**src/rtl/instr_encoder.sv**
```systemverilog
// Encodes R/I/U field bundles into 32-bit instruction words and assigns each
// word a sequential instruction-memory address through a one-entry output stage.
module instr_encoder #(
  parameter int IMEM_AW = 6
) (
  input  logic               clk,
  input  logic               rst,
  input  logic               in_valid,
  output logic               in_ready,
  input  logic [1:0]         in_fmt,
  input  logic [6:0]         in_opcode,
  input  logic [6:0]         in_funct7,
  input  logic [2:0]         in_funct3,
  input  logic [4:0]         in_rd,
  input  logic [4:0]         in_rs1,
  input  logic [4:0]         in_rs2,
  input  logic [19:0]        in_imm,
  input  logic               addr_clr,
  output logic               out_valid,
  input  logic               out_ready,
  output logic [31:0]        out_instr,
  output logic [IMEM_AW-1:0] out_addr,
  output logic               err,
  output logic [7:0]         err_cnt,
  output logic               wrapped
);

  typedef enum logic {EMPTY, FULL} state_t;

  localparam logic [6:0] OP_REG   = 7'b0110011;
  localparam logic [6:0] OP_IMM   = 7'b0010011;
  localparam logic [6:0] OP_LUI   = 7'b0110111;
  localparam logic [6:0] OP_AUIPC = 7'b0010111;

  state_t             state, state_nxt;
  logic [IMEM_AW-1:0] cnt;
  logic               legal;
  logic [31:0]        enc;
  logic               accept;
  logic               take;
  logic               reject;

  always_comb begin
    legal = 1'b0;
    enc   = {in_funct7, in_rs2, in_rs1, in_funct3, in_rd, in_opcode};
    case (in_fmt)
      2'b00: legal = (in_opcode == OP_REG);
      2'b01: begin
        legal = (in_opcode == OP_IMM);
        enc   = {in_imm[11:0], in_rs1, in_funct3, in_rd, in_opcode};
      end
      2'b10: begin
        legal = (in_opcode == OP_LUI) || (in_opcode == OP_AUIPC);
        enc   = {in_imm, in_rd, in_opcode};
      end
      default: legal = 1'b0;
    endcase
  end

  // Output process: in_ready looks through a draining word so a new bundle
  // can replace it in the same cycle.
  always_comb begin
    out_valid = (state == FULL);
    in_ready  = !rst && (!out_valid || out_ready);
  end

  assign accept = in_valid && in_ready;
  assign take   = accept && legal;
  assign reject = accept && !legal;

  always_ff @(posedge clk) begin
    if (rst) state <= EMPTY;
    else     state <= state_nxt;
  end

  always_comb begin
    state_nxt = state;
    case (state)
      EMPTY: if (take) state_nxt = FULL;
      FULL:  if (take) state_nxt = FULL;
             else if (out_ready) state_nxt = EMPTY;
      default: state_nxt = EMPTY;
    endcase
  end

  always_ff @(posedge clk) begin
    if (rst) begin
      out_instr <= '0;
      out_addr  <= '0;
      cnt       <= '0;
      err       <= 1'b0;
      err_cnt   <= '0;
      wrapped   <= 1'b0;
    end else begin
      err <= reject;
      if (reject && (err_cnt != '1)) err_cnt <= err_cnt + 8'd1;
      if (take) begin
        out_instr <= enc;
        out_addr  <= addr_clr ? '0 : cnt;
        cnt       <= addr_clr ? IMEM_AW'(1) : cnt + IMEM_AW'(1);
        if (!addr_clr && (cnt == '1)) wrapped <= 1'b1;
      end else if (addr_clr) begin
        cnt <= '0;
      end
    end
  end

endmodule

```
**config.mk**
```make
export PLATFORM = sky130hd
export DESIGN_NAME = instr_encoder
export DESIGN_NICKNAME = d
export VERILOG_FILES = /design/src/rtl/instr_encoder.sv
export SDC_FILE = /design/constraint.sdc
export NUM_CORES = 1
export LEC_CHECK = 0
export ABC_AREA = 1
export BUFFER_PORTS_ARGS = -buffer_cell sky130_fd_sc_hd__buf_4
export CORE_ASPECT_RATIO = 1.2
export CORE_UTILIZATION = 40
export DETAILED_ROUTE_END_ITERATION = 8
export PLACE_DENSITY = 0.69
export SKIP_LAST_GASP = 1
export SLEW_MARGIN = 15
export SYNTH_ARGS = -nofsm -noshare
export SYNTH_HDL_FRONTEND = slang
export SYNTH_SLANG_ARGS = --single-unit
```
**constraint.sdc**
```tcl
create_clock -name clk -period 2.1 [get_ports clk]
set_clock_uncertainty 0.1 [all_clocks]
set_input_delay 0.105 -clock clk [delete_from_list [all_inputs] [get_ports clk]]
set_output_delay 0.105 -clock clk [all_outputs]
set_load 0.05 [all_outputs]
```
==> out/metrics.csv <==
stage,metric,value,unit
outcome,status,"complete, no violations",
clock_tree,CTS-repair resized insts,0,
layout,fin nets,565,
layout,Sequential cell area,1100,sq um
timing,Final Hold Fails,0,
floorplan,die footprint,7130,sq um
yosys,syn avg cell area,7.00,sq um
setup_path,Crit Path Category,in2reg,
worst_hold_path,Hold Crit Endpoint,out_instr[20]$_SDFFE_PP0P_,
layout,filler instances,625,
clock_tree,TritonCTS clock tree,done,
global_route,largest net degree at the start of global routing,44,
drt,Vias,2847,
setup_path,CP Data Arrival Time,1.91,ns
drt,final wirelength,6940,um
setup_path,CP cell instances,"dlygate4sd3_1, buf_4, inv_6, nand2_2, nor2_8, nand3_4, inv_4, nand3_1, nand2_1, nor2_1",
timing,Slew @ Worst Pin,0.493,ns
yosys,top-area cell type share of the netlist area,40.5,%
drt,DR WL/cell,11.8,um
clock_tree,CTS buffer count,5,
drt,DRT Pass-1 Iters,5,
timing,Total Neg Setup Slack,0,ns
floorplan,initial core utilization,41.9,%
power,Leak,1.68,nW
yosys,Synth Net Count,453,
worst_hold_path,WHS Path Cells,5,
setup_path,startpoint types,input pin,
global_route,initial antenna violation count,0,
floorplan,io pins,109,
global_route,total grt overflow,0,
layout,"commonest non-fill, non-tap cells in the layout","nand2_1 (128), buf_4 (114), dfxtp_1 (55)",
timing,Finish-stage setup viols,0,
setup_path,R2R Setup Slk,0.46,ns
clock_tree,clock latency on the worst-skew pair,0.32,ns
setup_path,WP buf/inv,4,
clock_tree,CTS Sinks,55,
timing,Tcrit/Tclk final,85.3,%
drt,"antenna viol nets, final",0,
setup_path,RR Endpoint,cnt[2]$_SDFF_PP0_,
yosys,synth top area cells,"dfxtp_1 (41%), nand2_1 (18%), a21oi_1 (7.2%)",
yosys,synth warn,0,
power,worst vdd ir,0.000302,V
setup_path,reg-to-reg startpoint,out_valid$_SDFF_PP0_,
layout,n_diodes,0,
flow_run,MaxCap Viol Count,0,
layout,multi-input logic area,1350,sq um
yosys,#FFs+latches synth,55,
floorplan,Die Width,77.2,um
clock_tree,H-tree depth,2,
placed_design,GPL Wtd Cong,0.849,
power,P_sw,0.000526,W
timing,fmax,0.558,GHz
worst_hold_path,hold_sp,in_rs2[0],
clock_tree,"CTS clk-pin slew, worst paths",0.11,ns
global_route,first-pass GRT wire length,11500,um
global_route,GRT Util Overall,19.8,%
floorplan,# rows,32,
yosys,Cells after Synth,388,
power,logic gate share of total power,14.3,%
floorplan,DIE HEIGHT,92.3,um
placed_design,# port buffers,108,
power,sw frac,26.9,%
layout,"commonest non-fill, non-tap cell in the layout",nand2_1,
drt,Via density,4.86,
timing,RSZ-0062 raised after global routing,false,
layout,share of cells above drive strength 1,26.3,%
setup_path,Max stage delay on crit path,0.53,ns
yosys,mapped cell area,2720,sq um
floorplan,core box area,6490,sq um
timing,"Slew Viols, Final",0,
timing,slew margin rel.,67.1,%
power,Sequential Power Share,53.8,%
worst_hold_path,HP Class,in2reg,
yosys,cell accounting for the most synthesized area,dfxtp_1,
layout,synthesis-to-finish area growth,38.4,%
setup_path,crit path capture type,flip-flop,
clock_tree,root buffer cell,clkbuf_8,
setup_path,CP required,2.21,ns
yosys,sequential share of the synthesized area,40.5,%
yosys,Synth cell types,33,
drt,drt first-iter violations,134,
setup_path,slowest CP cell,dlygate4sd3_1,
power,Internal Power,0.00143,W
power,overall power,0.00195,W
setup_path,worst-path maximum fanout,35,
power,clock power share,31.9,%
placed_design,DP HPWL,5160,um
clock_tree,CTS Buffer Depth,2,
power,power per cell area,520,nW/um^2
global_route,vias in the first global route,2592,
setup_path,R2R depth,8,
setup_path,kind of cell adding the most delay to the critical path,buffers and inverters,
drt,drt drc,0,
timing,Final Critical Period,1.79,ns
-- power groups by stage --
stage                     sequential [W]  combinational [W]  clock (W)
after floorplan                  0.00109           0.000126          0
after global placement           0.00108           0.000265          0
after detailed placement         0.00108           0.000266          0
after CTS                        0.00105           0.000281   0.000640
after global routing             0.00105           0.000308   0.000680
final                            0.00105           0.000280   0.000623
-- how the worst max path moves through the flow --
stage                                        from                 endpoint  slack [ns]  cells after the start
after global routing                          rst        cnt[2]$_SDFF_PP0_        0.17                     10
after floorplan           err_cnt[1]$_SDFFE_PP0P_  err_cnt[5]$_SDFFE_PP0P_        0.27                      7
after global placement                  in_fmt[0]        cnt[2]$_SDFF_PP0_        0.37                     12
after CTS                                     rst        cnt[2]$_SDFF_PP0_        0.30                     10
after detailed placement                in_fmt[0]        cnt[2]$_SDFF_PP0_        0.32                     12
final                                         rst        cnt[2]$_SDFF_PP0_        0.31                     10
-- final cells by class --
cell class / count / area share, %
Clock buffer: 5 / 1.83
Clock inverter: 3 / 0.699
Inverter: 39 / 4.09
Multi-Input combinational cell: 275 / 35.8
Sequential cell: 55 / 29.3
Tap cell: 85 / 2.83
Timing Repair Buffer: 124 / 25.4
-- worst reg2reg max path: cells and delay by family, from the launching register on --
| kind | cells | cell delay (ns) |
|---|---|---|
| buf+inv | 1 | 0.33 |
| flops | 1 | 0.32 |
| simple gates | 7 | 0.81 |
-- cells by family (layout without fill, tap and decap cells) --
group	after synthesis	in the layout	synth area share, %
simple gates	190	190	29.9
compound gates	78	78	16.5
buf+inv	58	171	9.90
flops	55	55	40.5
fa+ha+maj	6	6	2.76
xor+xnor	1	1	0.322
-- synth_stat cells (all sizes together) --
master and count:
nand3 18, dfxtp 55, a21oi 40, a22oi 4, xor2 1, nand4 6
nor3 3, o211ai 8, clkbuf 8, nand2 130, a21boi 1, nor2 29
nor3b 1, o21ai 18, buf 11, or2 2, inv 39, o221ai 4
o21a 3, ha 6, nand3b 1
-- sequential cells by signal, summed over array words and instances (netlist names) --
register,count
cnt,6
out_addr,6
err_cnt,8
out_valid,1
out_instr,32
err,1
wrapped,1
-- layer usage --
metal	share of wire [%]	track usage [%]	up-vias
met1	43	22.9	1256
li1	-	-	1476
met4	0.63	4.09	0
met5	0	0	-
met3	7.9	5.77	5
met2	49	35.8	110
-- what timing repair did --
action                                 in CTS  in global routing
setup endpoints to repair                   0                  0
buffers inserted                            0                  0
endpoints found under the hold margin      16                  0
hold buffers                               10                  0
-- stage by stage --
| stage | setup WS, ns | hold slack [ns] | std cells | utilization (%) | instance area, sq um |
|---|---|---|---|---|---|
| floorplan | 0.271 | 0.148 | 388 | - | 2720 |
| global placement | 0.373 | 0.264 | 568 | 54.9 | 3560 |
| detailed placement | 0.319 | 0.271 | 568 | 54.9 | 3560 |
| CTS | 0.298 | 0.0521 | 586 | 57.9 | 3760 |
| global route | 0.172 | 0.0820 | 586 | 57.9 | 3760 |
| finish | 0.309 | 0.0550 | 586 | 57.9 | 3760 |
Power figures use the tool's default switching activity.
